<file path="config.mk">
export PLATFORM = sky130hd
export DESIGN_NAME = int_rf_wb_arbiter
export DESIGN_NICKNAME = d
export VERILOG_FILES = /design/src/rtl/int_rf_wb_arbiter.sv
export SDC_FILE = /design/constraint.sdc
export NUM_CORES = 1
export LEC_CHECK = 0
export BUFFER_PORTS_ARGS = -buffer_cell sky130_fd_sc_hd__buf_2
export CORE_UTILIZATION = 47
export DETAILED_ROUTE_END_ITERATION = 6
export HOLD_SLACK_MARGIN = 0.05
export PLACE_DENSITY = 0.81
export SLEW_MARGIN = 20
export SYNTH_ARGS = -nofsm -noshare
export SYNTH_HDL_FRONTEND = slang
export SYNTH_SLANG_ARGS = --single-unit
</file>
<file path="constraint.sdc">
create_clock -name clk -period 2.7 [get_ports clk]
set_input_delay 0.54 -clock clk [delete_from_list [all_inputs] [get_ports clk]]
set_output_delay 0.54 -clock clk [all_outputs]
set_load 0.01 [all_outputs]
</file>
<file path="src/rtl/int_rf_wb_arbiter.sv">
// Round-robin write-back arbiter for the integer register file's single write port,
// plus a 32-entry busy scoreboard that issue logic uses for RAW/WAW hazard checks.
module int_rf_wb_arbiter #(
  parameter int XLEN = 64,
  parameter int NREQ = 3
) (
  input  logic                   clk,
  input  logic                   rst,
  input  logic [NREQ-1:0]        req_valid,
  output logic [NREQ-1:0]        req_ready,
  input  logic [5*NREQ-1:0]      req_addr,
  input  logic [XLEN*NREQ-1:0]   req_data,
  output logic                   wen_out,
  output logic [4:0]             waddr_out,
  output logic [XLEN-1:0]        wdata_out,
  input  logic                   iss_valid,
  input  logic [4:0]             iss_rd,
  input  logic [4:0]             iss_rs1,
  input  logic [4:0]             iss_rs2,
  output logic                   rs1_busy,
  output logic                   rs2_busy,
  output logic                   rd_busy,
  output logic                   sb_fault
);

  localparam int PTR_W = (NREQ > 1) ? $clog2(NREQ) : 1;

  logic [PTR_W-1:0] rr_ptr_q, rr_ptr_d;
  logic             wen_q, wen_d;
  logic [4:0]       waddr_q, waddr_d;
  logic [XLEN-1:0]  wdata_q, wdata_d;
  logic [31:0]      busy_q, busy_d;
  logic             sb_fault_q, sb_fault_d;

  logic             grant_vld;
  logic [PTR_W-1:0] grant_idx;
  logic [PTR_W-1:0] cand;
  logic [NREQ-1:0]  grant_oh;
  logic [4:0]       g_addr;
  logic [XLEN-1:0]  g_data;
  logic             wr_active;
  logic [31:0]      set_vec, clr_vec;
  logic             waw_fault, stray_fault;

  // Round-robin search starting at rr_ptr_q, wrapping modulo NREQ.
  // NOTE: every signal written in always_comb gets a default first, so no path leaves it unassigned and no latch is inferred.
  always_comb begin
    grant_vld = 1'b0;
    grant_idx = '0;
    cand      = '0;
    for (int k = 0; k < NREQ; k++) begin
      cand = PTR_W'((int'(rr_ptr_q) + k) % NREQ);
      if (!grant_vld && req_valid[cand]) begin
        grant_vld = 1'b1;
        grant_idx = cand;
      end
    end
    if (rst) grant_vld = 1'b0;

    grant_oh = '0;
    if (grant_vld) grant_oh[grant_idx] = 1'b1;

    g_addr = '0;
    g_data = '0;
    for (int i = 0; i < NREQ; i++) begin
      if (grant_oh[i]) begin
        g_addr = req_addr[5*i +: 5];
        g_data = req_data[XLEN*i +: XLEN];
      end
    end
  end

  assign req_ready = grant_oh;

  // A write whose port cycle lands in reset is dropped, and must not touch the scoreboard.
  assign wr_active = wen_q & ~rst;

  always_comb begin
    rr_ptr_d = rr_ptr_q;
    if (grant_vld) rr_ptr_d = (grant_idx == PTR_W'(NREQ - 1)) ? '0 : grant_idx + 1'b1;

    // x0 beats are consumed but never reach the register file.
    wen_d   = grant_vld && (g_addr != 5'd0);
    waddr_d = grant_vld ? g_addr : waddr_q;
    wdata_d = grant_vld ? g_data : wdata_q;

    set_vec = '0;
    if (iss_valid && (iss_rd != 5'd0)) set_vec[iss_rd] = 1'b1;
    clr_vec = '0;
    if (wr_active) clr_vec[waddr_q] = 1'b1;

    // Set is OR-ed after the clear so a new producer wins a same-cycle collision.
    busy_d    = (busy_q & ~clr_vec) | set_vec;
    busy_d[0] = 1'b0;

    waw_fault   = (set_vec != '0) && busy_q[iss_rd] && !clr_vec[iss_rd];
    stray_fault = wr_active && !busy_q[waddr_q];
    sb_fault_d  = sb_fault_q | waw_fault | stray_fault;
  end

  // NOTE: the busy array is 32 plain flops, not a RAM, so it is cleared by reset like the rest of the state.
  always_ff @(posedge clk) begin
    // NOTE: sequential state uses non-blocking assignments so every flop samples pre-edge values.
    if (rst) begin
      rr_ptr_q   <= '0;
      wen_q      <= 1'b0;
      waddr_q    <= '0;
      wdata_q    <= '0;
      busy_q     <= '0;
      sb_fault_q <= 1'b0;
    end else begin
      rr_ptr_q   <= rr_ptr_d;
      wen_q      <= wen_d;
      waddr_q    <= waddr_d;
      wdata_q    <= wdata_d;
      busy_q     <= busy_d;
      sb_fault_q <= sb_fault_d;
    end
  end

  assign wen_out   = wr_active;
  assign waddr_out = waddr_q;
  assign wdata_out = wdata_q;
  assign rs1_busy  = busy_q[iss_rs1];
  assign rs2_busy  = busy_q[iss_rs2];
  assign rd_busy   = busy_q[iss_rd];
  assign sb_fault  = sb_fault_q;

endmodule

</file>
* Yosys cells after proc, flatten, opt, wreduce, memory -nomap -nowiden
Cells that the tools add are included.
** Word-level totals
- Flip-flop bits (word level) :: 105
- Input port bits :: 228
- Output and inout bits :: 77
** Operators by class
- $add $sub $neg :: 3
- Div/mod/pow operators :: 3
- Magnitude comparators :: 11
- Eq/ne operators :: 1
- Mux-type cells :: 39
- Bitwise gates (word level) :: 7
- Reductions and logical operators :: 17
** Operators with widths (count)
- 64-bit 2-to-1 mux :: 3
- 32-bit by 3-bit remainder unit with 32-bit output, second input constant :: 2
- 32-bit 2-to-1 mux :: 2
- 32-bit bitwise AND :: 1
- 3-bit by 3-bit remainder unit with 32-bit output, second input constant :: 1
- 32-bit inverter :: 1
- 32-bit bitwise OR :: 1
- 32-bit nonzero test :: 1
- 1-bit binary-select mux with 5-bit select :: 5
- 5-bit by 6-bit less-than comparator with 1-bit output, second input constant :: 4
- 1-bit 2-to-1 mux :: 15
- 5-bit 2-to-1 mux :: 3
- 2-bit by 3-bit less-than comparator with 1-bit output, second input constant :: 4
- 1-bit demux with 5-bit select :: 2
- 5-bit by 1-bit >= comparator with 1-bit output, second input constant :: 2
- 1-bit logical AND :: 10
- 5-bit nonzero test :: 2
- 2-bit 2-to-1 mux :: 4
- 1-bit binary-select mux with 2-bit select :: 3
- 1-bit logical NOT :: 4
- 2-bit by 1-bit adder with 3-bit output, second input constant :: 1
- 2-bit by 2-bit adder with 3-bit output, second input constant :: 1
- 3-bit 2-to-1 mux :: 1
- 2-bit by 1-bit adder with 2-bit output, second input constant :: 1
- other kinds (6) :: 7

* Logic depth before layout (Yosys ltp)
Gate-level depths: netlist of the first run.
- Depth in word-level cells :: 20
- Mapped depth :: 10

* Worst setup path after synthesis of the first run
Ideal clock, no wire load.
- Path kind :: input -> output
- Start :: input port iss_rs1[1]
- End :: output port rs1_busy
- Arrival time :: 2033 ps
- Data required time :: 2160 ps
- Path slack :: 127 ps
- Cell stages on the path :: 6
- Cell sequence :: clkbuf_1 mux2_2 nand2_1 o21ai_0 mux4_2 mux2_2
** Between the ends
- Longest elaborated chain between the ends :: 2
** Ends and longest elaborated chain
- from (decl) :: line 18 : input logic [4:0] iss_rs1,
- 1-bit binary-select mux with 5-bit select :: line 124 : assign rs1_busy = busy_q[iss_rs1];
- 1-bit 2-to-1 mux (implied by the code) :: line 124
- to (decl) :: line 20 : output logic rs1_busy,
No other way between the ends. The select of a mux whose other input is x is not followed.

* Worst setup path after layout of the first run
- Start :: register rr_ptr_q[0]
- End :: output port req_ready[1]
** Between the ends
- Longest elaborated chain between the ends :: 15
- Elaborated cells on any way between the ends :: 28
- Those cells by class :: 2 x add/sub; 3 x div; 2 x order compare; 16 x mux; 5 x reduce/logical
** Ends and longest elaborated chain
- from (decl) :: line 28 : logic [PTR_W-1:0] rr_ptr_q, rr_ptr_d;
- from (signal assigned) :: line 112 : rr_ptr_q <= rr_ptr_d;
- branches (longest 14 deep; another with 32-bit by 3-bit remainder unit with 32-bit output)
- 3-bit 2-to-1 mux (*) :: line 61 : if (grant_vld) grant_oh[grant_idx] = 1'b1;
- to (decl) :: line 10 : output logic [NREQ-1:0] req_ready,
Mark *: on every way between the ends. The select of a mux whose other input is x is not followed.

==> out/qor.log, run 1 <==
qor: finish.area_growth_syn_to_layout 33.43%
qor: sta.timing.clock.skew 0.004884 ns
qor: finish.number_of_diodes_added_for_antenna_fixing 0
qor: sta.finalMaxSlewViolations 0
qor: hold_path.timing.hold.worst.start sb_fault$_SDFF_PP0_
qor: finish.postLayoutCellArea 8476 sq um
qor: placed_design.final_weighted_congestion_of_routability_driven_global_placement 0.9512
qor: sta.worst_slack_on_hold_paths 0.4675 ns
qor: global_route.grt_first_pass_wirelength 34.85 mm
qor: pwr.irDropWorstVdd 0.2959 mV
qor: setup_path.crit-reg2reg-launch rr_ptr_q[0]$_SDFFE_PP0P_
qor: route.remaining_drc_errors 0
qor: sta.period_share 98.77%
qor: setup_path.criticalPathCategory reg2out
qor: global_route.grt_max_degree 48
qor: pwr.power.density 546.8 nW/um^2
qor: setup_path.worst_setup_path_startpoint rr_ptr_q[0]$_SDFFE_PP0P_
qor: synthesis.postSynthRegisterBits 104
qor: synthesis.post_synth_instance_area 6352 sq um
qor: clocking.cts_bufs_inserted 9
qor: finish.register_area 2092 sq um
qor: finish.fillers 1143
qor: route.detail-route-antenna-nets 0
qor: sta.fmax 375.0 MHz
qor: synthesis.synth_top_cell_by_area dfxtp_1
qor: synthesis.mappedNetlistNets 940
qor: synthesis.synthesis.yosys.warnings 0
qor: setup_path.r2r_cells 10
qor: die.die-area 13980 sq um
qor: synthesis.sequential_area_share_after_synthesis 32.78%
qor: die.initial_utilization 48.16%
qor: finish.fraction_of_final_layout_cells_with_drive_strength_greater_than_1 42.20%
qor: synthesis.synthDominantCellAreaShare 32.78%
qor: hold_path.min_path_cells 2
qor: route.routed_wirelength 23.11 mm
qor: die.floorplan.rows 42
qor: synthesis.avgSynthCellArea 8.947 sq um
qor: route.drtIter0Drc 677
qor: synthesis.synth.top_cells.by_count a21oi_1 (105), dfxtp_1 (104), nor2_1 (81), mux2i_1 (70), a22o_1 (65)
qor: pwr.p_leak 3.910 nW
qor: hold_path.min_to sb_fault$_SDFF_PP0_
qor: global_route.grt_antenna_before_repair 0
qor: synthesis.synthArstFlopShare 0%
qor: hold_path.hold_path_class reg2reg
qor: die.ios 305
qor: status.run_status finished clean
qor: route.wire_per_inst 19.65 um
qor: clocking.numClockSinks 104
qor: synthesis.synth.lib_cells_used.distinct 56
qor: synthesis.synth.most_common_cell a21oi_1
qor: setup_path.rrSetupSlack 0.29 ns
qor: synthesis.synth_top_area_cells dfxtp_1 (33%), mux2i_1 (11%), a22o_1 (9.0%)
qor: finish.layoutNonFillerInstCount 1176
qor: sta.min_period 2.667 ns
qor: clocking.clkTransAtPathRegs 0.07 ns
qor: route.drt-pass1-iter-count 5
qor: sta.timing_hold_violations_final 0
qor: synthesis.postSynth.topFlopCell dfxtp_1
qor: global_route.overflow 0
qor: synthesis.synth_edf_count 0
qor: clocking.clockRootBuffer clkbuf_16
qor: die.die_w 118.3 um
qor: clocking.max_root_sink_buffers 2
qor: global_route.first_global_vias 6279
qor: setup_path.timing.rr.end wdata_out[62]$_SDFFE_PP0P_
qor: finish.nets 1225
qor: clocking.cts_max_level 3
qor: route.num_vias 6854
qor: setup_path.timing.critical_path.fanout_max 7
qor: clocking.clock_insertion_delay_worst_skew 0.35 ns
qor: setup_path.end_kind output port
qor: finish.multi_input_comb_area 3945 sq um
qor: die.die-height 118.3 um
qor: global_route.global_route.usage.total 32.89%
qor: pwr.power 4.635 mW
qor: placed_design.placement.io_buffers 304
qor: placed_design.place_hpwl 17.90 mm
qor: clocking.cts_tree built
qor: job.max-cap-violations 0
qor: die.placeableCoreArea 13190 sq um
qor: route.vias_per_cell 5.828
qor: setup_path.required 2.16 ns
qor: synthesis.syn_inst 710
qor: setup_path.timing.critical_path.arrival 2.13 ns
qor: setup_path.crit_path_start_kind register
qor: placed_design.post_dp_cell_area 8039 sq um
qor: sta.timing.slew.headroom 48.15%
qor: sta.final_report_setup_violation_count 0
qor: clocking.cts_hold_buf 0
qor: sta.worst_slew_pin_slew 0.7749 ns
qor: sta.setup_repair_after_global_routing_missed_its_margin true
qor: placed_design.dp_cells 1156
## worst max-delay path, stage by stage (launching register included)
cell	delay [ns]
dfxtp_2	0.36
inv_2	0.05
ha_4	0.25
and3_4	0.19
a2111oi_4	0.37
and3_4	0.26
and3_4	0.19
buf_6	0.11
## report_power, final
group | internal (mW) | switching (mW)
registers | 1.70 | 0.134
logic | 0.629 | 0.727
clock network | 0.825 | 0.621
total | 3.15 | 1.48
## logic make-up after synthesis
logic type / count (synthesis) / share of synthesized area (%)
compound gates: 229 / 23.44
xor+xnor: 4 / 0.5516
fa+ha+maj: 2 / 0.3939
buf+inv: 71 / 6.086
flops: 104 / 32.78
mux: 113 / 22.91
simple gates: 187 / 13.85
## cell usage in the layout, fill, tap and decap left out, types with 7 or more instances in the layout
cell       count
mux2_2        19
buf_4         28
dfxtp_2        8
a21oi_1      105
dfxtp_1       96
o21ai_0       36
nand2_1       53
mux2i_1       70
a22o_1        65
mux4_2        24
inv_1          7
buf_2        299
nand3_1        8
clkbuf_16      9
nor2_1        81
## final cells by class
class	count	area share (%)
timing repair buffer	337	21.94
multi-input combinational	535	46.55
sequential	104	24.68
clock buffer	9	2.657
tap	176	2.598
clock inverter	7	1.225
inverter	8	0.3543
## stage by stage
stage | setup TNS, ns | util (%) | setup slack, ns
floorplan | 0 | - | 0.1268
global placement | -0.05684 | 60.95 | -0.04015
detailed placement | -0.1282 | 60.95 | -0.07143
CTS | -0.03071 | 63.91 | -0.03071
global route | -0.1151 | 64.26 | -0.04704
finish | 0 | 64.26 | 0.03331
## worst max-delay path by stage
| stage | slack [ns] | cells past startpoint | end |
|---|---|---|---|
| 6_report | 0.03 | 7 | req_ready[1] |
| 5_1_grt | -0.05 | 7 | req_ready[1] |
| 4_1_cts | -0.03 | 7 | req_ready[0] |
| 3_5_place_dp | -0.07 | 5 | rs1_busy |
| 3_3_place_gp | -0.04 | 5 | rs2_busy |
| 2_1_floorplan | 0.13 | 6 | rs1_busy |
## routing by layer
metal | wire length [um] | up-vias | global-route usage, % | share of wire, %
met5 | 0 | - | 0 | 0
met4 | 513 | 0 | 10.66 | 2.2
met3 | 2322 | 43 | 7.143 | 10
met2 | 10390 | 425 | 50.96 | 45
met1 | 9879 | 3187 | 45.41 | 43
li1 | - | 3199 | - | -
## timing repair
action / CTS / global route
setup endpoints to repair: 5 / 6
resized for setup: 12 / 13
setup buffers: 1 / 3
pin swaps: 3 / 5
## registers in the layout (all words and copies together) (netlist names)
signal / cells
sb_fault: 1
rr_ptr_q: 2
waddr_out: 5
wen_q: 1
busy_q: 31
wdata_out: 64
Note: power is estimated with default switching activity, not from simulation.
==> run 2: changes to the inputs <==
--- a/config.mk
+++ b/config.mk
@@ -10,6 +10,7 @@
 export DETAILED_ROUTE_END_ITERATION = 6
 export HOLD_SLACK_MARGIN = 0.05
 export PLACE_DENSITY = 0.81
+export REMOVE_ABC_BUFFERS = 1
 export SLEW_MARGIN = 20
 export SYNTH_ARGS = -nofsm -noshare
 export SYNTH_HDL_FRONTEND = slang
==> out/qor.log, run 2 (synthesis gave the netlist of run 1 again) <==
qor: pwr.p_leak 3.883 nW
qor: sta.period_share 98.89%
qor: global_route.groute.layer.met2.usage 51.07%
qor: setup_path.endpoint rd_busy
qor: finish.fraction_of_final_layout_cells_with_drive_strength_greater_than_1 41.31%
qor: finish.fillers 1158
qor: sta.timing.clock.skew 0.004215 ns
qor: sta.timing.slew.headroom 46.36%
qor: route.detail-route-antenna-nets 0
qor: sta.fmax 374.5 MHz
qor: clocking.cts_tree built
qor: global_route.grt_antenna_before_repair 6
qor: placed_design.place_hpwl 16.70 mm
qor: clocking.cts_bufs_inserted 9
qor: finish.multi_input_comb_area 3953 sq um
qor: setup_path.timing.rr.end wdata_out[24]$_SDFFE_PP0P_
qor: sta.timing_hold_violations_final 0
qor: setup_path.required 2.16 ns
qor: status.run_status finished clean
qor: finish.final_common_cell buf_2
qor: setup_path.worst_setup_path_startpoint iss_rd[1]
qor: clocking.numClockSinks 104
qor: setup_path.timing.critical_path.arrival 2.13 ns
qor: global_route.grt.met1_usage 37.82%
qor: pwr.share_seq_of_total_power 39.9%
qor: finish.register_area 2087 sq um
qor: hold_path.hold_path_class reg2reg
qor: route.remaining_drc_errors 0
qor: finish.final_core_occ 64.14%
qor: global_route.globalRouteMet3Util 10.14%
qor: route.vias_per_cell 5.704
qor: setup_path.r2r_cells 10
qor: global_route.global_route.usage.total 31.35%
qor: route.drtIter0Drc 650
qor: global_route.busiest_layer met2
qor: global_route.grt_first_pass_wirelength 33.98 mm
qor: setup_path.rrSetupSlack 0.37 ns
qor: global_route.grt_max_degree 83
qor: finish.area_growth_syn_to_layout 33.19%
qor: setup_path.end_kind output port
qor: global_route.first_global_vias 6350
qor: finish.top_library_cells_by_usage_in_the_layout_fill_and_taps_aside buf_2 (298), a21oi_1 (105), dfxtp_1 (102)
qor: finish.largest_register_ff_count 64
qor: pwr.power.net_switching 1.391 mW
qor: die.initial_utilization 48.16%
qor: setup_path.timing.critical_path.fanout_max 12
qor: pwr.combinationalPowerShare 29.2%
qor: clocking.cts_max_level 3
qor: die.placeableCoreArea 13190 sq um
qor: sta.min_period 2.670 ns
qor: pwr.internal_power 3.147 mW
qor: die.die_w 118.3 um
qor: route.routed_wirelength 22.30 mm
qor: setup_path.criticalPathCategory in2out
qor: route.drt-pass1-iter-count 5
qor: placed_design.final_weighted_congestion_of_routability_driven_global_placement 0.9924
qor: clocking.clock_insertion_delay_worst_skew 0.35 ns
qor: global_route.overflow 0
qor: placed_design.dp_cells 1152
qor: pwr.clkPwrFrac 30.8%
qor: pwr.irDropWorstVdd 0.3389 mV
qor: setup_path.crit_path_start_kind primary input
qor: finish.nets 1220
qor: pwr.power.density 536.3 nW/um^2
qor: clocking.clockRootBuffer clkbuf_16
qor: die.ios 305
qor: clocking.max_root_sink_buffers 2
qor: job.max-cap-violations 0
qor: route.num_vias 6702
qor: die.die-height 118.3 um
qor: route.wire_per_inst 18.98 um
qor: sta.setup_repair_after_global_routing_missed_its_margin true
qor: sta.finalMaxSlewViolations 0
qor: sta.worst_slew_pin_slew 0.8036 ns
qor: die.floorplan.rows 42
qor: setup_path.crit-reg2reg-launch rr_ptr_q[1]$_SDFFE_PP0P_
qor: die.die-area 13980 sq um
qor: placed_design.placement.io_buffers 304
qor: clocking.clkTransAtPathRegs 0.07 ns
qor: sta.final_report_setup_violation_count 0
qor: finish.layoutNonFillerInstCount 1175
qor: pwr.netSwitchingFraction 30.66%
==> run 2: metal layers <==
| metal | part of all wire [%] | vias up |
|---|---|---|
| met1 | 39 | 3089 |
| met5 | 0.15 | - |
| met2 | 48 | 373 |
| met3 | 10 | 55 |
| li1 | - | 3181 |
| met4 | 2.9 | 4 |
==> run 2: worst min-delay path by stage <==
stage	startpoint	endpoint	slack, ns	cells after the start
4_1_cts	wdata_out[25]$_SDFFE_PP0P_	wdata_out[25]$_SDFFE_PP0P_	0.48	1
3_3_place_gp	sb_fault$_SDFF_PP0_	sb_fault$_SDFF_PP0_	0.44	2
6_report	wdata_out[25]$_SDFFE_PP0P_	wdata_out[25]$_SDFFE_PP0P_	0.47	1
3_5_place_dp	wdata_out[18]$_SDFFE_PP0P_	wdata_out[18]$_SDFFE_PP0P_	0.46	1
5_1_grt	wdata_out[25]$_SDFFE_PP0P_	wdata_out[25]$_SDFFE_PP0P_	0.49	1
2_1_floorplan	busy_q[3]$_SDFF_PP0_	busy_q[3]$_SDFF_PP0_	0.47	2
==> run 2: critical path, cell delays in order <==
cell,delay (ns)
clkbuf_4,0.22
mux2_2,0.35
a222oi_1,0.36
nand3_1,0.13
a221o_1,0.36
buf_2,0.16
==> run 2: power groups by stage <==
| stage | Sequential [mW] | Clock, mW | Combinational (mW) |
|---|---|---|---|
| finish | 1.81 | 1.40 | 1.33 |
| CTS | 1.81 | 1.42 | 1.31 |
| floorplan | 1.90 | 0 | 0.659 |
| global placement | 1.84 | 0 | 1.27 |
| detailed placement | 1.84 | 0 | 1.30 |
| global route | 1.83 | 1.49 | 1.42 |
==> run 2: layout make-up <==
| class | count | share of cell area, % |
|---|---|---|
| Multi-Input combinational cell | 535 | 46.72 |
| Inverter | 8 | 0.3845 |
| Sequential cell | 104 | 24.67 |
| Antenna cell | 4 | 0.1183 |
| Clock inverter | 6 | 0.9908 |
| Tap cell | 176 | 2.603 |
| Clock buffer | 10 | 2.706 |
| Timing Repair Buffer | 332 | 21.81 |
==> run 2: what timing repair did <==
| action | CTS | global route |
|---|---|---|
| resized for setup | 7 | 14 |
| setup endpoints to repair | 5 | 6 |
| hold buffers | 0 | 0 |
| cloned | 0 | 0 |
| pin swaps | 2 | 6 |
| buffers inserted | 1 | 2 |
==> run 2: stage by stage <==
step	cell area [sq um]	hold WS, ns	setup slack, ns	total power, mW	setup TNS (ns)
after global placement	8034	0.4380	-0.01161	3.110	-0.01749
after detailed placement	8034	0.4594	-0.07968	3.135	-0.1448
after floorplan	5996	0.4725	-3.811	2.560	-244.15
final	8461	0.4735	0.02989	4.538	0
after CTS	8381	0.4784	-0.0008415	4.538	-0.0008415
after global routing	8458	0.4920	-0.03121	4.743	-0.06637
==> run 3: changes to the inputs <==
--- a/config.mk
+++ b/config.mk
@@ -10,7 +10,6 @@
 export DETAILED_ROUTE_END_ITERATION = 6
 export HOLD_SLACK_MARGIN = 0.05
 export PLACE_DENSITY = 0.81
-export REMOVE_ABC_BUFFERS = 1
 export SLEW_MARGIN = 20
 export SYNTH_ARGS = -nofsm -noshare
 export SYNTH_HDL_FRONTEND = slang
==> constraint.sdc (replaced) <==
create_clock -name clk -period 2.75 [get_ports clk]
set_input_delay 0.55 -clock clk [delete_from_list [all_inputs] [get_ports clk]]
set_output_delay 0.55 -clock clk [all_outputs]
set_load 0.01 [all_outputs]
==> out/qor.log, run 3 (synthesis gave the netlist of run 1 again) <==
qor: clocking.clock_insertion_delay_worst_skew 0.35 ns
qor: die.die-height 118.3 um
qor: pwr.combinationalPowerShare 29.1%
qor: hold_path.hold_path_class reg2reg
qor: clocking.numClockSinks 104
qor: route.vias_per_cell 5.782
qor: placed_design.placement.io_buffers 304
qor: sta.period_share 99.45%
qor: die.die-area 13980 sq um
qor: route.routed_wirelength 22.80 mm
qor: setup_path.required 2.20 ns
qor: finish.number_of_diodes_added_for_antenna_fixing 0
qor: finish.nets 1227
qor: pwr.internal_power 3.107 mW
qor: finish.fillers 1135
qor: placed_design.place_hpwl 18.04 mm
qor: die.ios 305
qor: clocking.clkTransAtPathRegs 0.08 ns
qor: finish.area_growth_syn_to_layout 33.74%
qor: clocking.clockRootBuffer clkbuf_16
qor: status.run_status finished clean
qor: sta.timing_hold_violations_final 0
qor: sta.setup_repair_after_global_routing_missed_its_margin true
qor: job.max-cap-violations 0
qor: sta.min_period 2.735 ns
qor: sta.fmax 365.6 MHz
qor: finish.top_library_cells_by_usage_in_the_layout_fill_and_taps_aside buf_2 (299), a21oi_1 (105), dfxtp_1 (102)
qor: setup_path.timing.critical_path.fanout_max 4
qor: die.floorplan.rows 42
qor: die.placeableCoreArea 13190 sq um
qor: finish.final_common_cell buf_2
qor: placed_design.final_weighted_congestion_of_routability_driven_global_placement 0.9578
qor: clocking.max_root_sink_buffers 2
qor: sta.final.setup.tns 0 ns
qor: setup_path.timing.critical_path.arrival 2.18 ns
qor: route.detail-route-antenna-nets 0
qor: sta.timing.clock.skew 0.008989 ns
qor: clocking.cts_tree built
qor: die.initial_utilization 48.16%
qor: global_route.overflow 0
qor: pwr.power.net_switching 1.463 mW
qor: global_route.global_route.usage.total 32.45%
qor: route.drtIter0Drc 643
qor: route.wire_per_inst 19.36 um
qor: global_route.grt_max_degree 59
qor: pwr.share_seq_of_total_power 39.4%
qor: pwr.p_leak 3.914 nW
qor: setup_path.criticalPathCategory reg2out
qor: global_route.globalRouteMet3Util 8.832%
qor: global_route.grt_first_pass_wirelength 34.65 mm
qor: sta.timing.slew.headroom 42.34%
qor: route.drt-pass1-iter-count 5
qor: route.remaining_drc_errors 0
qor: setup_path.crit_path_start_kind register
qor: global_route.first_global_vias 6312
qor: finish.fraction_of_final_layout_cells_with_drive_strength_greater_than_1 41.82%
qor: setup_path.end_kind output port
qor: die.die_w 118.3 um
qor: global_route.grt.met1_usage 44.30%
qor: global_route.grt_antenna_before_repair 0
qor: finish.largest_register_ff_count 64
qor: global_route.groute.layer.met2.usage 48.31%
qor: pwr.power.density 537.9 nW/um^2
qor: clocking.cts_hold_buf 0
qor: clocking.cts_bufs_inserted 9
qor: sta.finalMaxSlewViolations 0
qor: sta.setup_slack 0.01503 ns
qor: global_route.busiest_layer met2
qor: route.num_vias 6811
qor: placed_design.detailedPlace.worstSlack -0.06526 ns
qor: pwr.clkPwrFrac 31.4%
qor: pwr.netSwitchingFraction 32.01%
qor: sta.final_report_setup_violation_count 0
qor: sta.worst_slew_pin_slew 0.8629 ns
qor: clocking.cts_max_level 3
qor: pwr.irDropWorstVdd 0.2896 mV
## run 3: worst paths after layout
kind	start	to	slack, ns	cells past startpoint
setup reg to reg	rr_ptr_q[1]$_SDFFE_PP0P_	wdata_out[38]$_SDFFE_PP0P_	0.27	8
setup / recovery	rr_ptr_q[0]$_SDFFE_PP0P_	req_ready[1]	0.02	7
hold / removal	sb_fault$_SDFF_PP0_	sb_fault$_SDFF_PP0_	0.47	2
hold reg to reg	sb_fault$_SDFF_PP0_	sb_fault$_SDFF_PP0_	0.47	2
## run 3: what timing repair did
item                       CTS  global route
pin swaps                    4             5
resized for setup           15             5
setup buffers                2             3
setup endpoints to repair    5             4
## run 3: area by class of cell
cell class              count  area (sq um)  share of cell area [%]
clock buffers               9         225.2                   2.651
clock inverters             7         112.6                   1.325
inverters                   8         30.03                  0.3535
multi-input cells         535          3951                   46.51
flip-flops and latches    104          2090                   24.59
well taps                 176         220.2                   2.592
repair buffers            339          1867                   21.97
## run 3: layer usage
layer,vias to the layer above,wire (um)
li1,3212,-
met1,3150,9630
met2,391,9813
met3,58,2600
met4,0,757
met5,-,0
## run 3: power by group through the flow
| stage | sequential, mW | clock [mW] | combinational, mW |
|---|---|---|---|
| 2_1_floorplan | 1.85 | 0 | 0.719 |
| 3_3_place_gp | 1.82 | 0 | 1.27 |
| 3_5_place_dp | 1.83 | 0 | 1.29 |
| 4_1_cts | 1.79 | 1.45 | 1.31 |
| 5_1_grt | 1.82 | 1.51 | 1.43 |
| 6_report | 1.80 | 1.44 | 1.33 |
## run 3: worst max-delay path: stages (launching register included)
cell       delay (ns)
dfxtp_4          0.38
inv_2            0.04
ha_4             0.17
and4bb_2         0.26
a2111oi_4        0.42
and3_4           0.27
and3_4           0.19
buf_6            0.11
## run 3: per-stage QoR
step           cells  cell area, sq um  util (%)  hold WS (ns)  total power [mW]
2_1_floorplan    710              6352         -        0.4787             2.567
3_3_place_gp    1157              8034     60.91        0.4451             3.091
3_5_place_dp    1157              8034     60.91        0.4561             3.113
4_1_cts         1175              8448     64.05        0.4748             4.553
5_1_grt         1178              8496     64.41        0.4919             4.765
6_report        1178              8496     64.41        0.4714             4.570
